==> src/rtl/axi_sram_rd_slave.sv <==
// rtl/axi_sram_rd_slave.sv - AXI4 read-channel responder in front of a 1-cycle synchronous SRAM
//
// Accepts one AR burst at a time (FIXED/INCR/WRAP) and returns it beat by beat
// on R, issuing one SRAM read per beat and honouring rready backpressure.
// Ports:
//   clock, reset           clock, asynchronous active-high reset
//   arvalid/arready/ar*    read address channel
//   rvalid/rready/r*       read data channel
//   sram_ren, sram_addr    word-addressed SRAM read port
//   sram_rdata             SRAM data, valid the cycle after sram_ren

module axi_sram_rd_slave #(
   parameter logic [31:0] ADDR_BASE = 32'h8000_0000,
   parameter int          ADDR_W    = 16,
   parameter int          LATENCY   = 0,
   parameter int          ID_W      = 4
) (
   input  logic              clock,
   input  logic              reset,
   input  logic              arvalid,
   output logic              arready,
   input  logic [31:0]       araddr,
   input  logic [ID_W-1:0]   arid,
   input  logic [7:0]        arlen,
   input  logic [2:0]        arsize,
   input  logic [1:0]        arburst,
   output logic              rvalid,
   input  logic              rready,
   output logic [31:0]       rdata,
   output logic [1:0]        rresp,
   output logic              rlast,
   output logic [ID_W-1:0]   rid,
   output logic              sram_ren,
   output logic [ADDR_W-1:0] sram_addr,
   input  logic [31:0]       sram_rdata
);

   typedef enum logic [2:0] {IDLE, WAIT, READ, DATA, RESP} state_t;

   // WAIT is left when the counter reaches zero, so it is preloaded with LATENCY-1.
   localparam logic [7:0] WAIT_INIT = (LATENCY > 0) ? 8'(LATENCY - 1) : 8'd0;

   state_t            state, state_next;
   logic [31:0]       cur_addr;
   logic [ID_W-1:0]   id_q;
   logic [7:0]        len_q;
   logic [2:0]        size_q;
   logic [1:0]        burst_q;
   logic [7:0]        beat;
   logic [7:0]        wait_cnt;

   logic [31:0]       offset;
   logic              dec_err, slv_err, beat_err;
   logic [1:0]        beat_resp;
   logic [31:0]       size_b, wrap_len, wrap_lo, next_addr;

   // Error status is judged per beat from the current beat address.
   assign offset    = cur_addr - ADDR_BASE;
   assign dec_err   = (offset >> (ADDR_W + 2)) != 32'd0;
   assign slv_err   = (size_q > 3'd2) || (burst_q == 2'b11) ||
                      ((burst_q == 2'b10) &&
                       !((len_q == 8'd1) || (len_q == 8'd3) || (len_q == 8'd7) || (len_q == 8'd15)));
   assign beat_err  = slv_err || dec_err;
   assign beat_resp = slv_err ? 2'b10 : (dec_err ? 2'b11 : 2'b00);
   assign sram_addr = offset[ADDR_W+1:2];

   // Legal WRAP lengths are powers of two, so the modulo reduces to a mask;
   // illegal WRAP bursts are SLVERR on every beat and their addresses are unused.
   always_comb begin
      size_b    = 32'd1 << size_q;
      wrap_len  = (32'(len_q) + 32'd1) << size_q;
      wrap_lo   = cur_addr & ~(wrap_len - 32'd1);
      next_addr = cur_addr;
      case (burst_q)
         2'b00:   next_addr = cur_addr;
         2'b10:   next_addr = wrap_lo + ((cur_addr + size_b - wrap_lo) & (wrap_len - 32'd1));
         default: next_addr = cur_addr + size_b;
      endcase
   end

   always_ff @(posedge clock or posedge reset) begin
      if (reset) state <= IDLE;
      else       state <= state_next;
   end

   always_comb begin
      state_next = state;
      arready    = 1'b0;
      sram_ren   = 1'b0;
      case (state)
         IDLE: begin
            arready = 1'b1;
            if (arvalid) state_next = (LATENCY > 0) ? WAIT : READ;
         end
         WAIT: if (wait_cnt == 8'd0) state_next = READ;
         READ: begin
            sram_ren   = !beat_err;
            state_next = DATA;
         end
         DATA: state_next = RESP;
         RESP: if (rready) state_next = rlast ? IDLE : READ;
         default: state_next = IDLE;
      endcase
   end

   always_ff @(posedge clock or posedge reset) begin
      if (reset) begin
         cur_addr <= '0;
         id_q     <= '0;
         len_q    <= '0;
         size_q   <= '0;
         burst_q  <= '0;
         beat     <= '0;
         wait_cnt <= '0;
         rvalid   <= 1'b0;
         rlast    <= 1'b0;
         rresp    <= 2'b00;
         rdata    <= '0;
         rid      <= '0;
      end else begin
         case (state)
            IDLE: if (arvalid) begin
               cur_addr <= araddr;
               id_q     <= arid;
               len_q    <= arlen;
               size_q   <= arsize;
               burst_q  <= arburst;
               beat     <= 8'd0;
               wait_cnt <= WAIT_INIT;
            end
            WAIT: if (wait_cnt != 8'd0) wait_cnt <= wait_cnt - 8'd1;
            DATA: begin
               rdata  <= beat_err ? 32'd0 : sram_rdata;
               rvalid <= 1'b1;
               rlast  <= (beat == len_q);
               rresp  <= beat_resp;
               rid    <= id_q;
            end
            RESP: if (rready) begin
               rvalid <= 1'b0;
               rlast  <= 1'b0;
               if (!rlast) begin
                  beat     <= beat + 8'd1;
                  cur_addr <= next_addr;
               end
            end
            default: ;
         endcase
      end
   end

endmodule

==> config.mk <==
export PLATFORM = sky130hd
export DESIGN_NAME = axi_sram_rd_slave
export DESIGN_NICKNAME = d
export VERILOG_FILES = /design/src/rtl/axi_sram_rd_slave.sv
export SDC_FILE = /design/constraint.sdc
export NUM_CORES = 1
export LEC_CHECK = 0
export BUFFER_PORTS_ARGS = -buffer_cell sky130_fd_sc_hd__buf_2
export CAP_MARGIN = 10
export CORE_UTILIZATION = 57
export CTS_BUF_LIST = sky130_fd_sc_hd__clkbuf_2 sky130_fd_sc_hd__clkbuf_4 sky130_fd_sc_hd__clkbuf_8
export DETAILED_ROUTE_END_ITERATION = 12
export PLACE_DENSITY = 0.79
export SLEW_MARGIN = 10
export SYNTH_ARGS = -nofsm -noshare
export SYNTH_HDL_FRONTEND = slang
export SYNTH_SLANG_ARGS = --single-unit
export TNS_END_PERCENT = 100
==> constraint.sdc <==
create_clock -name clock -period 15.9 [get_ports clock]
set_clock_uncertainty 0.1 [all_clocks]
set_input_delay 1.59 -clock clock [delete_from_list [all_inputs] [get_ports clock]]
set_output_delay 1.59 -clock clock [all_outputs]
set_load 0.02 [all_outputs]
== Word-level counts from Yosys, hierarchy flattened ==
Cells that the tools add are included.

* Register bits: 108
* Output and inout port bits: 58
* Logic and storage cells: 91
* Bits of input ports: 85

* Magnitude comparators: 1
* Shift-type cells: 2
* Mux-type cells: 24
* Add/sub/neg operators: 8
* Eq/ne operators: 17
* Bitwise gates (word level): 3
* Reductions and logical operators: 23

{| class="wikitable"
|+ Operators by type and width
! operator !! count
|-
| $mux 32 || 4
|-
| $pmux 32 s2 || 2
|-
| $add 32x32->32 || 2
|-
| $and 32x32->32 || 2
|-
| $mux 8 || 4
|-
| $not 32->32 || 1
|-
| $pmux 8 s2 || 2
|-
| $reduce_bool 32->1 || 1
|-
| $shl 1x3->32 const A || 1
|-
| $shl 9x3->32 || 1
|-
| $sub 32x1->32 const B || 1
|-
| $sub 32x32->32 || 1
|-
| $sub 32x32->32 const B || 1
|-
| $pmux 3 s5 || 1
|-
| $ne 2x2->1 const B || 6
|-
| $add 8x1->9 const B || 1
|-
| $mux 3 || 3
|-
| $add 8x1->8 const B || 1
|-
| $eq 8x1->1 const B || 1
|-
| $eq 8x2->1 const B || 1
|-
| $eq 8x3->1 const B || 1
|-
| $eq 8x4->1 const B || 1
|-
| $eq 8x8->1 || 1
|-
| $logic_not 8->1 || 1
|-
| other kinds (20) || 37
|}

== Logic depth before layout (Yosys ltp) ==
* Word-level depth: 12
* Mapped depth: 37
* Mapped depth without buffers: 35

== Worst setup path before layout ==
OpenSTA, ideal clock, no wires.

* Kind: register to register
* Start: reg size_q[2]
* End: reg cur_addr[27]
* Path slack: 8978 ps
* Arrival: 6696 ps
* Cell stages (with the launch flop): 32
* Path buffers: 5
* Required time: 15674 ps
* Period minus slack after synthesis: 6922 ps
* Library setup time: 126 ps
* Cells stage by stage: dfrtp_1 -> clkbuf_1 -> clkbuf_1 -> buf_1 -> or3_1 -> ha_1 -> o311ai_1 -> or4b_1 -> buf_2 -> a21oi_4 -> and3_1 -> buf_6 -> mux2i_2 -> ha_1 -> a21o_1 -> a21oi_1 -> nor2b_1 -> a311oi_1 -> o21bai_1 -> a21oi_1 -> xor2_1 -> nor2_1 -> ha_1 -> nand3_1 -> o21bai_1 -> o21ba_2 -> a2111oi_4 -> o21ai_2 -> a21oi_4 -> mux2i_1 -> nor3_1 -> a221o_1

* Word-level cells in the longest chain between the ends: 11
* Elaborated cells between the ends (all ways): 13
* Classes of those cells: add/sub: 4; shift: 2; mux: 4; bitwise: 3

{| class="wikitable"
|+ RTL lines
! item !! line !! RTL
|-
| start: declaration || 47 || <nowiki>logic [2:0] size_q;</nowiki>
|-
| start signal: assignment || 126 || <nowiki>size_q <= arsize;</nowiki>
|-
| $shl 9x3->32 || 71 || <nowiki>wrap_len = (32'(len_q) + 32'd1) << size_q;</nowiki>
|-
| $sub 32x1->32 || 72, 76 ||
|-
| $not 32->32 || 72 || <nowiki>wrap_lo = cur_addr & ~(wrap_len - 32'd1);</nowiki>
|-
| $and 32x32->32 || 72 ||
|-
| $sub 32x32->32 || 76 || <nowiki>2'b10: next_addr = wrap_lo + ((cur_addr + size_b - wrap_lo) & (wrap_len - 32'd1));</nowiki>
|-
| $and 32x32->32 || 76 ||
|-
| $add 32x32->32 || 76 ||
|-
| $pmux 32 s2 (*) || 74 || <nowiki>case (burst_q)</nowiki>
|-
| $mux 32 (*) || 142 || <nowiki>if (!rlast) begin</nowiki>
|-
| $mux 32 (*) || 139 || <nowiki>RESP: if (rready) begin</nowiki>
|-
| $pmux 32 s2 (*) || 121 || <nowiki>case (state)</nowiki>
|-
| end signal: assignment || 123 || <nowiki>cur_addr <= araddr;</nowiki>
|-
| end signal: assignment || 144 || <nowiki>cur_addr <= next_addr;</nowiki>
|-
| end: declaration || 44 || <nowiki>logic [31:0] cur_addr;</nowiki>
|}

Mark *: on every way between the ends. The rest lies on a longest branch, timed or not. The select of a mux whose other input is x is not followed.
A chain may end at the register's enable or synchronous reset.

== Final worst setup path ==
* Start: reg size_q[0]
* End: reg cur_addr[30]

The elaborated chain is that of the path after synthesis.

==> results.json <==
{
  "status": "completed",
  "syn2layout_area_growth_pct": 8.40,
  "rsz0062_at_grt": "false",
  "track_usage": 0.317,
  "synth-compound-area-share": 0.235,
  "grt_antenna_before_repair": 0,
  "cts.sinks": 108,
  "die-area_sq_um": 18900,
  "synth_top_family_by_area": "simple AND/OR/NAND/NOR gates",
  "io_pins": 143,
  "fin_hold_ws_ns": 0.390,
  "crit_path_start": "size_q[0]$_DFFE_PP0P_",
  "path_common_cell": "o21ai_0",
  "slowest_delay_ns": 0.76,
  "post-cts-setup-buffers": 0,
  "post_drt_wl_per_cell_um": 17.6,
  "path_class": "flop to flop",
  "clk_path_buf_depth": 2,
  "min-delay-path-class": "flop to flop",
  "finalSetupViolCount": 0,
  "numCtsBuffers": 9,
  "die_h_um": 137,
  "postSynth.asyncResetShare": 1.00,
  "clk_pin_slew_ns": 0.12,
  "setup_tns_ns": 0,
  "ys_ff_latch": 108,
  "grt_pass1_vias": 9548,
  "path_max_fanout": 31,
  "drtPass1Iterations": 5,
  "reg2reg_depth": 34,
  "relSlewSlack": 0.241,
  "regToRegEndpoint": "cur_addr[30]$_DFFE_PP0P_",
  "synth_area_sq_um": 10400,
  "maxSlewViolCount": 0,
  "drc": 0,
  "die_w_um": 137,
  "seq_area_sq_um": 2700,
  "grt_pass1_wl_mm": 47.0,
  "layout_min_cycle_time_ns": 8.07,
  "reg2reg_slack_ns": 7.83,
  "start_kind": "flop",
  "hp-start": "rdata[26]$_DFFE_PP0P_",
  "finalHoldViolCount": 0,
  "synth_edf_count": 0,
  "gr-total-overflow": 0,
  "hold_buffers": 0,
  "synth_cell_type_count": 97,
  "numPortBuffers": 142,
  "ys_warn_count": 0,
  "cp.arrival_ns": 8.27,
  "netlist_top_cells_area": "dfrtp_1, ha_1, nand2_1",
  "cp-end-kind": "flop",
  "cts_resized": 0,
  "diodes": 0,
  "coreArea_sq_um": 18000,
  "r2r_start": "size_q[0]$_DFFE_PP0P_",
  "vias": 10100,
  "nFillCells": 1608,
  "dp_slack_ns": 8.00,
  "gp_congestion": 0.976,
  "routed_wl_mm": 29.0,
  "synthMuxAreaShare": 0.0386,
  "design_area_sq_um": 11300,
  "fmax_ghz": 0.124,
  "netlist_instances": 1340,
  "dp_hpwl_mm": 21.7,
  "whs_path_depth": 2,
  "start_util": 0.581,
  "rows": 49,
  "syn_avg_cell_area_sq_um": 7.79,
  "finalCritPeriodShare": 0.508,
  "worstMarginPinSlew_ns": 1.14,
  "netlist.area_leader.share": 0.259,
  "synth_xor_area_frac": 0.0880,
  "final_nets": 1566,
  "antenna_left": 0,
  "detail_route.iter0.violations": 698,
  "h-tree-depth": 3,
  "multiInputGateArea_sq_um": 7100,
  "layout_setup_ws_ns": 7.83,
  "crit_slowest_cell": "dfrtp_1",
  "root_buffer": "clkbuf_8",
  "min_to": "rdata[26]$_DFFE_PP0P_",
  "synth-simple-area-share": 0.240,
  "netlist.top_cell.by_area": "dfrtp_1",
  "clk_latency_ns": 0.42,
  "drv_cap": 0,
  "synth_fp_nets": 1488,
  "placed_area_sq_um": 11100,
  "yosys.area_share.adder": 0.0777,
  "detail_route.vias_per_cell": 6.09,
  "synthFlopType": "dfrtp_1",
  "grt_max_degree": 77,
  "cts_tree": "built",
  "layout-drive-gt1-share": 0.154,
  "critPathRequiredTime_ns": 16.10,
  "synth-seq-area-share": 0.259
}
## layout by cell type (no fill, tap or decap), types with 9 or more instances in the layout
| master | instances |
|---|---|
| dfrtp_1 | 108 |
| nand2_1 | 196 |
| o21a_1 | 10 |
| clkbuf_8 | 9 |
| nand2b_1 | 20 |
| inv_1 | 53 |
| a31oi_1 | 12 |
| mux2i_1 | 16 |
| buf_4 | 11 |
| nor2_1 | 118 |
| and2_1 | 16 |
| xor2_1 | 46 |
| nor2b_1 | 20 |
| a21oi_1 | 71 |
| buf_2 | 142 |
| and3_1 | 18 |
| o21ai_0 | 119 |
| a21o_1 | 26 |
| nor3_1 | 25 |
| or3_1 | 10 |
| nor4_1 | 11 |
| mux2_2 | 15 |
| nand4_1 | 20 |
| ha_1 | 60 |
| a211oi_1 | 12 |
| o211ai_1 | 15 |
| nand3_1 | 37 |
| xnor2_1 | 57 |
## worst max path at each step
stage / end / slack [ns] / cells after the start
2_1_floorplan: cur_addr[27]$_DFFE_PP0P_ / 8.98 / 31
3_3_place_gp: cur_addr[24]$_DFFE_PP0P_ / 8.31 / 34
3_5_place_dp: cur_addr[24]$_DFFE_PP0P_ / 8.00 / 34
4_1_cts: cur_addr[30]$_DFFE_PP0P_ / 7.93 / 34
5_1_grt: cur_addr[24]$_DFFE_PP0P_ / 7.20 / 34
6_report: cur_addr[30]$_DFFE_PP0P_ / 7.83 / 34
## cells in the mapped netlist (all sizes together) (5+ instances only)
master	number
inv	56
buf	37
dfrtp	108
o21bai	5
xnor2	58
mux2	16
clkbuf	49
xor2	46
ha	60
o31ai	7
nand4	22
a211o	5
and2	16
o21ai	123
and4	6
a221oi	6
and3	19
a21boi	5
a21o	26
o211ai	15
nand3	38
nand2b	20
a211oi	14
or3	10
nor2	119
nor3	26
o22ai	7
nor2b	20
a31oi	12
mux2i	17
nor4	11
a21oi	73
nand2	196
o21a	10
## through the flow
stage / instances / util
after CTS: 1652 / 0.630
after global routing: 1652 / 0.630
after global placement: 1636 / 0.618
after detailed placement: 1636 / 0.618
final: 1652 / 0.630
after floorplan: 1340 / -
## cells by family (layout without fill, tap and decap cells)
kind of cell | count (synthesis) | count (layout)
adders and majority gates | 63 | 63
and+or+nand+nor | 523 | 523
xor gates and xnor gates | 104 | 104
DFF | 108 | 108
AOI/OAI and AO/OA | 364 | 364
muxes | 35 | 35
buffers and inverters | 142 | 225
other | 1 | 1
## area by class of cell
class,count,area share
Clock buffer,9,0.0109
Clock inverter,7,0.00807
Inverter,56,0.0188
Multi-Input combinational cell,1090,0.628
Sequential cell,108,0.239
Tap cell,229,0.0253
Timing Repair Buffer,153,0.0701
## per-layer routing
layer	share of wire	track usage	wire length, um	up-vias
li1	-	-	-	4897
met1	0.44	0.405	12700	4709
met2	0.47	0.541	13700	391
met3	0.065	0.0497	1890	64
met4	0.026	0.111	758	0
met5	0	0	0	-
## sequential cells by signal, summed over array words and instances, names as in the netlist, 4 cells and up, named ones only
signal and cells:
rid 4, cur_addr 31, wait_cnt 8, rdata 32, len_q 8, beat 8, id_q 4
## critical path: cells and delay by family (launching register included)
kind / cells / cell delay, ns
adders and majority gates: 4 / 1.27
xor gates and xnor gates: 2 / 0.37
DFF: 1 / 0.76
AOI/OAI and AO/OA: 15 / 3.40
and+or+nand+nor: 12 / 2.00
buffers and inverters: 1 / 0.05
Power is left out: the tool's default activity adds up to more than one toggle a clock period on the data nets, which glitch-free logic cannot reach.
